`src/rtl/vga_sync_decoder.sv`:
```
// Receive-side VGA timing decoder: recovers pixel coordinates from an H/V sync + RGB stream,
// measures line/frame geometry and locks once consecutive frames match the configured size.
module vga_sync_decoder #(
  parameter int unsigned H_SIZE      = 1600,
  parameter int unsigned V_SIZE      = 900,
  parameter int unsigned LOCK_FRAMES = 2,
  parameter int unsigned MAP_H_WIDTH = $clog2(H_SIZE + 1),
  parameter int unsigned MAP_V_WIDTH = $clog2(V_SIZE + 1)
) (
  input  logic                   i_clk,
  input  logic                   i_rst,
  input  logic                   i_H_sync,
  input  logic                   i_V_sync,
  input  logic [23:0]            i_RGB,
  input  logic                   i_RGB_valid,
  output logic [23:0]            o_RGB,
  output logic                   o_pixel_valid,
  output logic [MAP_H_WIDTH-1:0] o_x,
  output logic [MAP_V_WIDTH-1:0] o_y,
  output logic [15:0]            o_line_period,
  output logic [15:0]            o_active_width,
  output logic [15:0]            o_active_lines,
  output logic                   o_frame_done,
  output logic                   o_locked,
  output logic                   o_line_error,
  output logic                   o_frame_error
);

  typedef enum logic [1:0] {StSearch, StCheck, StLocked} state_e;

  state_e                 state_q, state_d;
  logic                   hs_q, vs_q;
  logic [15:0]            period_q, period_d;
  logic [15:0]            width_q, width_d;
  logic [15:0]            line_cnt_q, line_cnt_d;
  logic                   line_bad_q, line_bad_d;
  logic [3:0]             good_cnt_q, good_cnt_d;
  logic [15:0]            line_period_q, line_period_d;
  logic [15:0]            active_width_q, active_width_d;
  logic [15:0]            active_lines_q, active_lines_d;
  logic [23:0]            rgb_q, rgb_d;
  logic                   pix_valid_q, pix_valid_d;
  logic [MAP_H_WIDTH-1:0] x_q, x_d;
  logic [MAP_V_WIDTH-1:0] y_q, y_d;
  logic                   frame_done_q, frame_done_d;
  logic                   locked_q, locked_d;
  logic                   line_error_q, line_error_d;
  logic                   frame_error_q, frame_error_d;

  logic        hs_fall, vs_fall, line_close, line_close_bad, frame_good;
  logic [15:0] width_base, line_cnt_close;
  logic        line_bad_close;
  logic [15:0] y_full;

  assign hs_fall        = hs_q & ~i_H_sync;
  assign vs_fall        = vs_q & ~i_V_sync;
  assign line_close     = hs_fall && (width_q != 16'd0);
  assign line_close_bad = line_close && (width_q != 16'(H_SIZE));
  // A line closing in the vs_fall cycle still belongs to the frame being judged.
  assign line_cnt_close = line_cnt_q + {15'd0, line_close};
  assign line_bad_close = line_bad_q | line_close_bad;
  assign frame_good     = (line_cnt_close == 16'(V_SIZE)) && !line_bad_close;
  assign width_base     = hs_fall ? 16'd0 : width_q;

  always_comb begin
    state_d        = state_q;
    good_cnt_d     = good_cnt_q;
    period_d       = (period_q == 16'hFFFF) ? period_q : period_q + 16'd1;
    line_period_d  = line_period_q;
    active_width_d = active_width_q;
    active_lines_d = active_lines_q;
    line_cnt_d     = line_cnt_close;
    line_bad_d     = line_bad_close;
    line_error_d   = line_close_bad;
    frame_done_d   = 1'b0;
    frame_error_d  = 1'b0;
    x_d            = x_q;
    y_d            = y_q;
    y_full         = 16'd0;

    if (hs_fall) begin
      line_period_d = period_q;
      period_d      = 16'd1;
    end
    if (line_close) active_width_d = width_q;

    // The valid seen on the hs_fall cycle is the first pixel of the new line.
    if (i_RGB_valid && (width_base != 16'hFFFF)) width_d = width_base + 16'd1;
    else                                          width_d = width_base;

    if (vs_fall) begin
      active_lines_d = line_cnt_close;
      line_cnt_d     = 16'd0;
      line_bad_d     = 1'b0;
      frame_done_d   = 1'b1;
      unique case (state_q)
        StSearch: begin
          state_d    = StCheck;
          good_cnt_d = 4'd0;
        end
        StCheck: begin
          if (frame_good) begin
            good_cnt_d = good_cnt_q + 4'd1;
            if (good_cnt_q + 4'd1 == 4'(LOCK_FRAMES)) state_d = StLocked;
          end else begin
            good_cnt_d    = 4'd0;
            frame_error_d = 1'b1;
          end
        end
        StLocked: begin
          if (!frame_good) begin
            state_d       = StCheck;
            good_cnt_d    = 4'd0;
            frame_error_d = 1'b1;
          end
        end
        default: state_d = StSearch;
      endcase
    end

    rgb_d       = i_RGB;
    pix_valid_d = i_RGB_valid && (state_q != StSearch);
    if (pix_valid_d) begin
      y_full = line_cnt_d + 16'd1;
      x_d    = width_d[MAP_H_WIDTH-1:0];
      y_d    = y_full[MAP_V_WIDTH-1:0];
    end

    locked_d = (state_d == StLocked);
  end

  always_ff @(posedge i_clk) begin
    if (i_rst) begin
      state_q        <= StSearch;
      hs_q           <= 1'b1;
      vs_q           <= 1'b1;
      period_q       <= 16'd0;
      width_q        <= 16'd0;
      line_cnt_q     <= 16'd0;
      line_bad_q     <= 1'b0;
      good_cnt_q     <= 4'd0;
      line_period_q  <= 16'd0;
      active_width_q <= 16'd0;
      active_lines_q <= 16'd0;
      rgb_q          <= 24'd0;
      pix_valid_q    <= 1'b0;
      x_q            <= '0;
      y_q            <= '0;
      frame_done_q   <= 1'b0;
      locked_q       <= 1'b0;
      line_error_q   <= 1'b0;
      frame_error_q  <= 1'b0;
    end else begin
      state_q        <= state_d;
      hs_q           <= i_H_sync;
      vs_q           <= i_V_sync;
      period_q       <= period_d;
      width_q        <= width_d;
      line_cnt_q     <= line_cnt_d;
      line_bad_q     <= line_bad_d;
      good_cnt_q     <= good_cnt_d;
      line_period_q  <= line_period_d;
      active_width_q <= active_width_d;
      active_lines_q <= active_lines_d;
      rgb_q          <= rgb_d;
      pix_valid_q    <= pix_valid_d;
      x_q            <= x_d;
      y_q            <= y_d;
      frame_done_q   <= frame_done_d;
      locked_q       <= locked_d;
      line_error_q   <= line_error_d;
      frame_error_q  <= frame_error_d;
    end
  end

  assign o_RGB          = rgb_q;
  assign o_pixel_valid  = pix_valid_q;
  assign o_x            = x_q;
  assign o_y            = y_q;
  assign o_line_period  = line_period_q;
  assign o_active_width = active_width_q;
  assign o_active_lines = active_lines_q;
  assign o_frame_done   = frame_done_q;
  assign o_locked       = locked_q;
  assign o_line_error   = line_error_q;
  assign o_frame_error  = frame_error_q;

endmodule

```
`config.mk`:
```
export PLATFORM = sky130hd
export DESIGN_NAME = vga_sync_decoder
export DESIGN_NICKNAME = d
export VERILOG_FILES = /design/src/rtl/vga_sync_decoder.sv
export SDC_FILE = /design/constraint.sdc
export NUM_CORES = 1
export LEC_CHECK = 0
export ABC_AREA = 1
export CAP_MARGIN = 40
export CORE_MARGIN = 5
export CORE_UTILIZATION = 25
export DETAILED_ROUTE_END_ITERATION = 10
export PLACE_DENSITY_LB_ADDON = 0.3
export SLEW_MARGIN = 20
export SYNTH_ARGS = -nofsm -noshare
export SYNTH_HDL_FRONTEND = slang
export SYNTH_SLANG_ARGS = --single-unit
```
`constraint.sdc`:
```
create_clock -name i_clk -period 8.8 [get_ports i_clk]
set_input_delay 1.76 -clock i_clk [delete_from_list [all_inputs] [get_ports i_clk]]
set_output_delay 1.76 -clock i_clk [all_outputs]
set_load 0.01 [all_outputs]
```
# Word-level counts from Yosys, hierarchy flattened
# Cells that the tools add are included.
# word_totals
ramBits	0
latch_bits	0
reg_bits	155
inputBits	29
mem_bits_ro	0
out_inout_bits	98
mem_count	0
# classes
mux	15
reduce_logical	15
div	0
n_bitwise	7
add_sub_neg	5
eq_ne	10
shifts	0
n_mul	0
magnitude_cmp	0
# ops
op	n
2-to-1 mux 16 bit	3
adder 16 x 1 -> 16 bit (second input constant)	2
adder 16 x 1 -> 16 bit	1
== test 16 x 10 -> 1 bit (second input constant)	1
== test 16 bit (second input constant)	1
inequality test 16 x 11 -> 1 bit (second input constant)	1
inequality test 16 bit (second input constant)	1
nonzero test 16 bit	1
case mux 4 bit (3 select lines)	1
adder 10 x 1 -> 10 bit (second input constant)	1
2-to-1 mux 2 bit	4
2-to-1 mux 4 bit	2
case mux 2 bit (3 select lines)	1
OR reduction 2 bit	3
logical AND 1 bit	5
adder 4 x 1 -> 4 bit (second input constant)	1
== test 2 bit (second input constant)	2
== test 4 x 2 -> 1 bit (second input constant)	1
2-to-1 mux 1 bit	4
inequality test 2 bit (second input constant)	2
NOT 1 bit	4
AND reduction 3 bit	1
nonzero test 3 bit	1
OR reduction 3 bit	1
other kinds (6)	7

# Logic depth before layout (Yosys ltp)
# depth
word_depth	11
depth_mapped	24
ltp_nobuf	23

# Least setup slack after synthesis
# Ideal clock, no wire load.
# synth_path
path_type	in2reg
from	input i_H_sync
to	register good_cnt_q[0]
arrival_time_ns	4.195
setup_ns	0.113
slack_ns	4.492
t_required_ns	8.687
path_buffers	2
path_stages	20
cell_sequence	nor2_2 buf_6 nand2_1 inv_1 clkbuf_1 ha_1 ha_1 nand2_2 nor2_4 nand2_1 nor2_1 nand3_1 nand2_2 nand3_1 nor2_4 nand2_4 o21ai_4 inv_2 o21ai_2 nor2_1
# synth_via
elab_chain_cells	9
word_cells_on_any_way	13
# synth_lines
element	line_no	source
start: declaration	12	input logic i_H_sync,
NOT 1 bit *	55	assign hs_fall = hs_q & ~i_H_sync;
bitwise AND 1 bit *	55	
logical AND 1 bit *	57	assign line_close = hs_fall && (width_q != 16'd0);
via line_close	50	logic hs_fall, vs_fall, line_close, line_close_bad, frame_good;
branches (longest 3 deep; another with adder 16 x 1 -> 16 bit)	n/a	
logical AND 1 bit *	62	assign frame_good = (line_cnt_close == 16'(V_SIZE)) && !line_bad_close;
2-to-1 mux 4 bit or inequality test 2 bit (tied branches)	n/a	
case mux 4 bit (3 select lines) or AND reduction 3 bit (tied branches)	n/a	
end signal: assignment	161	good_cnt_q <= good_cnt_d;
end: declaration	37	logic [3:0] good_cnt_q, good_cnt_d;
# Mark *: on every way through the listed nets, which the timed path passes.
# A chain may end at the register's enable or synchronous reset.

# Worst setup path in the final report
# layout_path
from	input i_H_sync
to	register good_cnt_q[0]
# layout_via
elab_chain_cells	9
word_cells_on_any_way	13
# layout_lines
element	line_no
NOT 1 bit *	55
bitwise AND 1 bit *	55
logical AND 1 bit *	57
branches (longest 3 deep; another with adder 16 x 1 -> 16 bit)	n/a
logical AND 1 bit *	62
2-to-1 mux 4 bit or inequality test 2 bit (tied branches)	n/a
case mux 4 bit (3 select lines) or AND reduction 3 bit (tied branches)	n/a
# Every way passes the cells marked *.

==> results.md <==
* Placed cell area at a little over 8000 µm²
* ANT cells at 0
* Pin count of the biggest net entering global routing at between 60 and 70
* Critical path type: in2reg
* Startpoint Class: input port
* Setup violations, final at 0
* Status: finished clean
* Sequential element share of the synthesized area at 47.30%
* Pwr Density at ~190 nW/µm²
* Remaining DRCs at 0
* RSZ-0062 raised after global routing: no
* Maximum vdd drop at just under 100 µV
* CP Data Arrival Time at 5450 ps
* GP Congestion at about 0.82
* Clk sink count at roughly 160
* Worst Skew at 13.54 ps
* Sw Share at between 20% and 30%
* #FFs+latches synth at around 160
* Leak at around 0.0036 µW
* WHS at slightly below 500 ps
* Pint at approximately 1200 µW
* Fraction of layout cells with a size suffix above 1 at 6.537%
* Setup TNS at 0 ps
* Syn. warnings at 0
* H-Tree Depth at 4
* Slowest CP cell: inv_1
* Sequential power share at a little under half
* Post-route cell area at between 8000 and 9000 µm²
* Final Max Slew Viols at 0
* Max_cap viols at 0
* Final period utilization at just under 60%
* Tot GR Track Use at about an eighth
* Initial drt markers at around 340
* Chip width at about 170 µm
* Post-DRT Antenna Nets at 0
* Total wire length at between 15000 and 20000 µm
* Final hold vios at 0
* Period minus WS final at a little over 5000 ps
* Vias in the first global route at roughly 5600
* CTS clk-pin slew, worst paths at 60 ps
* Syn Nets at roughly 930
* Die Span Y at roughly 170 µm
* GRT overflow at 0
* Comb pwr share at a little under a tenth
* Power Total at between 1500 and 2000 µW
* Worst relative slew slack at about 47%
* CTS-repair resized insts at 0
* CP Capture Type: flip-flop
* Avg Cell Area, Syn at 7.363 µm²
* Worst Hold Class: reg2reg
* TritonCTS buffer count at 17
* First-pass GRT wire length at 29060 µm
* Final Non-Filler Cells at about 1400
* DP Cell Count at 1328
* # IOs at 127
* Max Freq at 0.1947 GHz
* Cell Area, Synth at 6560 µm²
* Routed len/inst at 13.30 µm
* Syn-to-layout area delta at 33.23%
* I/O Buffers at around 130
* CTS tree: built
* Worst-Skew Late Latency at between 400 and 500 ps
* Crit Path Max Fanout at 40
* Post-CTS Setup Bufs at 0
* DPL Wire Length at roughly 13000 µm
* Antenna violations before repair at 1
* Starting density of the core at 25.25%
* CP Cell Sequence: clkdlybuf4s50_1, nor2_2, buf_4, nand2_1, inv_1, ha_1, ha_1, nand2_2, nor2_4, nand2_1, nand2_2, nand3_2, nor2_2, nand3_2, nor2_4, nand2_4, o21ai_4, inv_2, o21ai_2, nor2_1
* First-pass iteration count of the detailed router at 5
* Hold_buf cts at 0
* Via Count at around 6000
* Distinct cells, synth at 38
* CP required at 9110 ps
* Root buffer cell: clkbuf_16
* Worst-Margin Slew at roughly 790 ps
* Clk pwr share at between 40 and 50%
* Number of vias per cell at 4.291
* Die area at between 20000 and 30000 µm²
* Core area at about 26000 µm²
* Standard-cell rows at between 50 and 60
* Fin nets at about 1100
* Net Switching at 419.8 µW
* Clk buf depth at 2
* CP peak stage delay at around 600 ps
* Synthesized instance count at roughly 890
sequential cells by signal, summed over array words and instances, names as in the netlist, 2 cells and up:
signal / flops
line_cnt_q: 16
good_cnt_q: 4
o_active_lines: 16
state_q: 2
o_x: 11
o_line_period: 16
o_y: 10
o_RGB: 24
period_q: 16
width_q: 16
o_active_width: 16
power by group through the flow:
stage                     clock (µW)  sequential [µW]  combinational [µW]
after detailed placement           0              758                 154
after global placement             0              757                 153
after global routing             803              745                 168
final                            751              742                 151
after floorplan                    0              767                63.1
after CTS                        775              742                 155
through the flow:
stage	setup WS [ps]	utilization, %
floorplan	4492	-
global placement	3280	31.30
detailed placement	3224	31.38
CTS	3664	33.63
global route	3259	33.63
finish	3663	33.63
routing by layer:
metal  share of wire (%)  global-route usage (%)  up-vias
met4                 1.4                   3.794        2
met1                  46                   15.33     2618
met2                  46                   20.29      140
li1                    -                       -     3056
met5               0.072                       0        -
met3                 6.7                   4.390       20
critical path, delay by kind of cell:
kind                     cells  cell delay (ps)
buffers and inverters        4             1480
AND/OR/NAND/NOR             12             1340
adder cells (fa/ha/maj)      2              560
AO/OA/AOI/OAI                2              290
cells in the mapped netlist, drive strengths merged:
cell type	number	share of area, %
nor3	18	1.4
inv	137	7.8
or2	1	0.095
clkbuf	27	1.7
a21oi	43	3.3
o21bai	2	0.23
a31oi	3	0.29
nand3	50	4.0
o21a	1	0.11
buf	4	0.48
xnor2	7	0.93
nor2	183	11
nor4	2	0.19
xor2	18	2.4
o21ai	89	7.1
and3	2	0.21
o211ai	5	0.57
nand4	11	1.0
ha	11	2.1
dfxtp	155	47
nor3b	1	0.11
nand2	117	7.1
o22ai	1	0.095
nand3b	3	0.34
placed cells by master, fill, tap and decap left out, types with 2 or more instances in the layout:
cell             synthesis  layout
nor2_2                   3       4
clkinv_2                 0       3
nand3_1                 47      47
inv_2                    2       3
xnor2_1                  7       7
nand4_1                 11      11
clkbuf_16                0      17
ha_1                    11      11
nor2_1                 177     176
dfxtp_1                155     155
nand3b_1                 3       3
nand3_2                  3       3
a31oi_1                  3       3
nand2_2                  8       8
xor2_1                  18      18
buf_2                    1       2
inv_6                    0       5
bufinv_16                0       2
nor4_1                   2       2
inv_8                    0       2
inv_1                  135     134
nor3_1                  17      17
a21oi_1                 43      43
nor2_4                   3       3
o21ai_2                  3       3
o21ai_0                 78      78
o21ai_1                  7       7
o211ai_1                 5       5
o21bai_1                 2       2
buf_4                    0       5
nand2_1                108     108
clkdlybuf4s50_1          0     125
cell families (layout without fill, tap and decap cells):
group	after synthesis	after routing	share of synthesized area, %
fa+ha+maj	11	11	2.098
simple gates	388	388	25.54
compound gates	144	144	11.71
xor+xnor	25	25	3.338
buf+inv	168	302	10.01
flops	155	155	47.30
final timing paths:
kind	cells past startpoint	endpoint	from	slack, ps
worst max-delay path	20	good_cnt_q[0]	i_H_sync	3660
worst min-delay path	2	line_bad_q	line_bad_q	480
worst max register to register	20	good_cnt_q[0]	hs_q	5090
worst min register to register	2	line_bad_q	line_bad_q	480
cell type report:
type | instances | area (µm²)
timing repair buffer | 133 | 1314
inverter | 137 | 514.2
sequential | 155 | 3103
multi-input combinational | 568 | 2803
tap | 335 | 419.2
clock inverter | 14 | 157.7
fill | 2795 | 17250
clock buffer | 18 | 429.2
(Power assumes the default switching activity.)
